**src/rtl/prog_loader.sv**
```systemverilog
// prog_loader: writer side of the program memory.
// Accepts a valid/ready word stream and writes it to consecutive addresses
// (modulo 2**AWIDTH) through the memory load/addr/d port. It owns the memory
// port while busy and pulses done for one cycle when the load finishes.
// Optional feature macro: PROG_LOADER_VERIFY_EN. When defined, every written
// word is read back through mem_q and compared. Any mismatch sets the sticky
// err flag. Throughput in that build is 1 word per 3 clocks.
module prog_loader #(
    parameter int DWIDTH = 16,
    parameter int AWIDTH = 12,
    parameter int WORDS  = 4096
) (
    input  logic              clk,
    input  logic              reset,
    input  logic              start,
    input  logic [AWIDTH-1:0] base_addr,
    input  logic [AWIDTH:0]   count,
    input  logic              in_valid,
    input  logic [DWIDTH-1:0] in_data,
    output logic              in_ready,
    output logic              mem_load,
    output logic [AWIDTH-1:0] mem_addr,
    output logic [DWIDTH-1:0] mem_d,
    input  logic [DWIDTH-1:0] mem_q,
    output logic              busy,
    output logic              done,
    output logic [AWIDTH:0]   words_wr,
    output logic              err
);

    // Largest meaningful word count. Larger requests are clamped so a load
    // never writes any address twice.
    localparam logic [AWIDTH:0] WORDS_CNT = WORDS[AWIDTH:0];

`ifdef PROG_LOADER_VERIFY_EN
    typedef enum logic [2:0] {ST_IDLE, ST_WRITE, ST_RDBK, ST_CHK, ST_DONE} state_t;
`else
    typedef enum logic [1:0] {ST_IDLE, ST_WRITE, ST_DONE} state_t;
`endif

    state_t              state_reg, state_next;
    logic [AWIDTH-1:0]   addr_reg, addr_next;
    logic [AWIDTH:0]     remaining_reg, remaining_next;
    logic [AWIDTH:0]     words_wr_reg, words_wr_next;
    logic                handshake;

`ifdef PROG_LOADER_VERIFY_EN
    logic [DWIDTH-1:0]   chk_data_reg, chk_data_next;
    logic                err_reg, err_next;
`else
    // Without read-back the memory output is not used.
    logic                unused_mem_q;
    assign unused_mem_q = ^mem_q;
`endif

    assign handshake = in_valid && (state_reg == ST_WRITE);

    // Next-state, datapath updates and memory-port outputs.
    always_comb begin
        state_next     = state_reg;
        addr_next      = addr_reg;
        remaining_next = remaining_reg;
        words_wr_next  = words_wr_reg;
        in_ready       = 1'b0;
        mem_load       = 1'b0;
        mem_d          = '0;
        done           = 1'b0;
`ifdef PROG_LOADER_VERIFY_EN
        chk_data_next  = chk_data_reg;
        err_next       = err_reg;
`endif
        case (state_reg)
            ST_IDLE: begin
                if (start) begin
                    addr_next      = base_addr;
                    remaining_next = (count > WORDS_CNT) ? WORDS_CNT : count;
                    words_wr_next  = '0;
`ifdef PROG_LOADER_VERIFY_EN
                    err_next       = 1'b0;
`endif
                    state_next     = (count == '0) ? ST_DONE : ST_WRITE;
                end
            end
            ST_WRITE: begin
                in_ready = 1'b1;
                if (handshake) begin
                    mem_load      = 1'b1;
                    mem_d         = in_data;
                    words_wr_next = words_wr_reg + 1'b1;
`ifdef PROG_LOADER_VERIFY_EN
                    // The address advances only after the word has been checked.
                    chk_data_next = in_data;
                    state_next    = ST_RDBK;
`else
                    addr_next      = addr_reg + 1'b1;
                    remaining_next = remaining_reg - 1'b1;
                    state_next     = (remaining_reg == 1) ? ST_DONE : ST_WRITE;
`endif
                end
            end
`ifdef PROG_LOADER_VERIFY_EN
            ST_RDBK: begin
                // mem_addr still points at the word just written. The memory
                // registers it onto mem_q at the end of this cycle.
                state_next = ST_CHK;
            end
            ST_CHK: begin
                if (mem_q != chk_data_reg) begin
                    err_next = 1'b1;
                end
                addr_next      = addr_reg + 1'b1;
                remaining_next = remaining_reg - 1'b1;
                state_next     = (remaining_reg == 1) ? ST_DONE : ST_WRITE;
            end
`endif
            ST_DONE: begin
                done       = 1'b1;
                state_next = ST_IDLE;
            end
            default: begin
                state_next = ST_IDLE;
            end
        endcase
    end

    // State register.
    always_ff @(posedge clk) begin
        if (reset) begin
            state_reg <= ST_IDLE;
        end else begin
            state_reg <= state_next;
        end
    end

    // Datapath registers. A reset aborts any load in progress.
    always_ff @(posedge clk) begin
        if (reset) begin
            addr_reg      <= '0;
            remaining_reg <= '0;
            words_wr_reg  <= '0;
`ifdef PROG_LOADER_VERIFY_EN
            chk_data_reg  <= '0;
            err_reg       <= 1'b0;
`endif
        end else begin
            addr_reg      <= addr_next;
            remaining_reg <= remaining_next;
            words_wr_reg  <= words_wr_next;
`ifdef PROG_LOADER_VERIFY_EN
            chk_data_reg  <= chk_data_next;
            err_reg       <= err_next;
`endif
        end
    end

    assign mem_addr = addr_reg;
    assign busy     = (state_reg != ST_IDLE);
    assign words_wr = words_wr_reg;
`ifdef PROG_LOADER_VERIFY_EN
    assign err      = err_reg;
`else
    assign err      = 1'b0;
`endif

endmodule
```
**config.mk**
```make
export PLATFORM = sky130hd
export DESIGN_NAME = prog_loader
export DESIGN_NICKNAME = d
export VERILOG_FILES = /design/src/rtl/prog_loader.sv
export SDC_FILE = /design/constraint.sdc
export NUM_CORES = 1
export LEC_CHECK = 0
export BUFFER_PORTS_ARGS = -buffer_cell sky130_fd_sc_hd__buf_2
export CAP_MARGIN = 30
export CORE_ASPECT_RATIO = 0.5
export CORE_MARGIN = 2
export CORE_UTILIZATION = 50
export DETAILED_ROUTE_END_ITERATION = 8
export PLACE_DENSITY = 0.83
export SYNTH_ARGS = -nofsm -noshare
export SYNTH_HDL_FRONTEND = slang
export SYNTH_SLANG_ARGS = --single-unit
```
**constraint.sdc**
```tcl
create_clock -name clk -period 3.1 [get_ports clk]
set_input_delay 0.465 -clock clk [delete_from_list [all_inputs] [get_ports clk]]
set_output_delay 0.465 -clock clk [all_outputs]
set_load 0.005 [all_outputs]
```
==> results.toml <==
[status]
status = "completed"

[layout]
multiInputGateArea_um2 = 1551
most-common-layout-cells = "buf_2, dfxtp_1, and3_1, nor2_1, a21oi_1"
synthToLayoutAreaGrowth_pct = 21.79
final_nets = 466
seq_area_um2 = 800.8
final_cells = 472
finalCoreUtilization_pct = 62.68
mostFrequentLayoutCell = "buf_2"
final_layout_size_suffix_gt1_share_pct = 27.86
fillers = 438
num_antenna_cells = 0
final_area_um2 = 3049

[clocking]
cts_buffers = 5
cts_tree = "done"
cts_root_buf = "clkbuf_8"
ctsLongestPathBuffers = 2
cts_hold_buf = 0
cts_resized = 0
clk_pin_slew_ns = 0.08
clock_latency_ns = 0.29
cts_htree_levels = 2
cts_sinks = 40
cts_setup_buffers = 0

[route]
vias_per_cell = 5.992
drtPass1Iterations = 5
met2WireLength_um = 3355
met3_length_um = 591
routed.top_layer = "met4"
postRouteAntennaNets = 0
wl_um = 6851
drt_iter0_markers = 243
drc = 0
wirelength_met1_um = 2867
wl_per_cell_um = 14.51
via_count = 2828

[global_routing]
grt_max_degree = 46
antenna_found_initial = 0
grt_overflow_total = 0
grt_pass1_vias = 2446
grt_usage_pct = 23.71
grt_pass1_wl_um = 10730

[sta]
max_freq_ghz = 0.3765
clock_skew_ns = 0.007608
final.setup.worst_slack_ns = 0.4436
setup_tns_ns = 0
period_minus_slack_ns = 2.656
final.period_utilization_pct = 85.69
hold_violations = 0
setup-violations-final = 0
rsz0062_at_grt = "false"
timing.hold.ws_ns = 0.4500
tightest_slew_ns = 1.016
slew_headroom_pct = 30.32
report.final.slew_viol_count = 0

[synthesis]
synth_flop_cell = "dfxtp_1"
synth_top_area_cell = "dfxtp_1"
syn-num-nets = 393
synth_top_family_by_area = "simple AND/OR/NAND/NOR gates"
syn_inst = 328
yosysSeqAreaShare_pct = 31.98
synth_edf_count = 0
synthXorXnorAreaFrac_pct = 1.749
yosys-top-cells-area = "dfxtp_1, and3_1, a21oi_1, o21ai_0, nor2_1"
yosys.cell_types.count = 49
synth_mux_area_share_pct = 2.149
avgSynthCellArea_um2 = 7.633
syn_area_um2 = 2504
postSynth.asyncResetShare_pct = 0
synth_top_area_share_pct = 31.98
ys_seq_elements = 40
synth-simple-area-share_pct = 33.18
yosysWarningCount = 0
synthAdderAreaFrac_pct = 1.999
synth_compound_area_share_pct = 22.64

[worst_setup_path]
r2r_cells = 4
worstPathMaxFanout = 45
start_kind = "flop"
crit_type = "flop to output port"
critPathRequiredTime_ns = 2.63
cp-end-kind = "output port"
critical_path_arrival_ns = 2.19

[place]
postPlaceCellArea_um2 = 2957
placedCellCount = 464
gp_congestion = 0.8495
numPortBuffers = 89
dpl.hpwl_um = 4756
pre_cts_slack_ns = 0.6478

[floorplan]
initial_core_util_pct = 51.47
chipHeight_um = 54.04
design.die.area_um2 = 5623
core_um2 = 4865
rows = 18
ios = 107
die_x_um = 104.1

[power_and_ir_drop]
power_mw = 1.251
p_leak_nw = 1.367
power.density_nw_per_um2 = 410.2
max-vdd-ir-drop_v = 0.0002422

[run]
cap_violations = 0

[worst_hold_path]
worstHoldPathCells = 3
holdCritPathClass = "input pin to flop"
per-layer routing:
layer	up-vias	GRT usage (%)
met5	-	0
met4	0	6.757
met3	4	6.659
met2	139	44.30
met1	1310	27.69
li1	1375	-
critical path: stages (launching register included):
cell and delay [ns]:
dfxtp_1 0.72, nand2b_1 0.42, clkinv_1 0.11, buf_4 0.27, and3_1 0.24, buf_2 0.12
cell usage after synthesis, types with 3 or more instances:
cell type and instances:
a211oi_1 5, a21oi_1 25, a311oi_1 7, a31oi_1 8, a41o_1 3, and2_1 5, and3_1 28, and4_1 4
buf_2 3, clkbuf_1 21, dfxtp_1 40, ha_1 4, inv_1 10, mux2_2 3, nand2_1 16, nand2b_1 4
nand3_1 11, nand4_1 13, nor2_1 27, nor3_1 7, nor4_1 5, nor4b_1 5, o21a_1 3, o21ai_0 21
o31ai_1 5, or2_2 3, or3_1 3, or4_1 7, xnor2_1 5
cell type report:
cell class / instances / area share, %
multi-input cells: 250 / 50.88
clock inverters: 2 / 0.3283
clock buffers: 6 / 2.708
well taps: 70 / 2.872
repair buffers: 93 / 15.59
flip-flops and latches: 40 / 26.26
inverters: 11 / 1.354
cell families (layout without fill, tap and decap cells):
logic type                 count (synthesis)  in the layout
and+or+nand+nor                          146            146
AOI/OAI and AO/OA                         89             89
DFF                                       40             40
buffers and inverters                     38            112
xor gates and xnor gates                   5              5
muxes                                      5              5
adders and majority gates                  4              4
other                                      1              1
path summary, 6_finish.rpt:
| kind | from | endpoint | slack, ns |
|---|---|---|---|
| max reg2reg | state_reg[0] | remaining_reg[2] | 0.75 |
| min | base_addr[0] | mem_addr[0] | 0.45 |
| min reg2reg | words_wr[12] | words_wr[12] | 0.50 |
| max | state_reg[1] | mem_d[7] | 0.44 |
power breakdown:
part           leakage [nW]  total (mW)  internal (mW)  switching [mW]
Combinational         0.989       0.303          0.128           0.175
Sequential            0.327       0.587          0.546          0.0408
Clock                0.0510       0.361          0.178           0.183
Note: power is estimated with default switching activity, not from simulation.
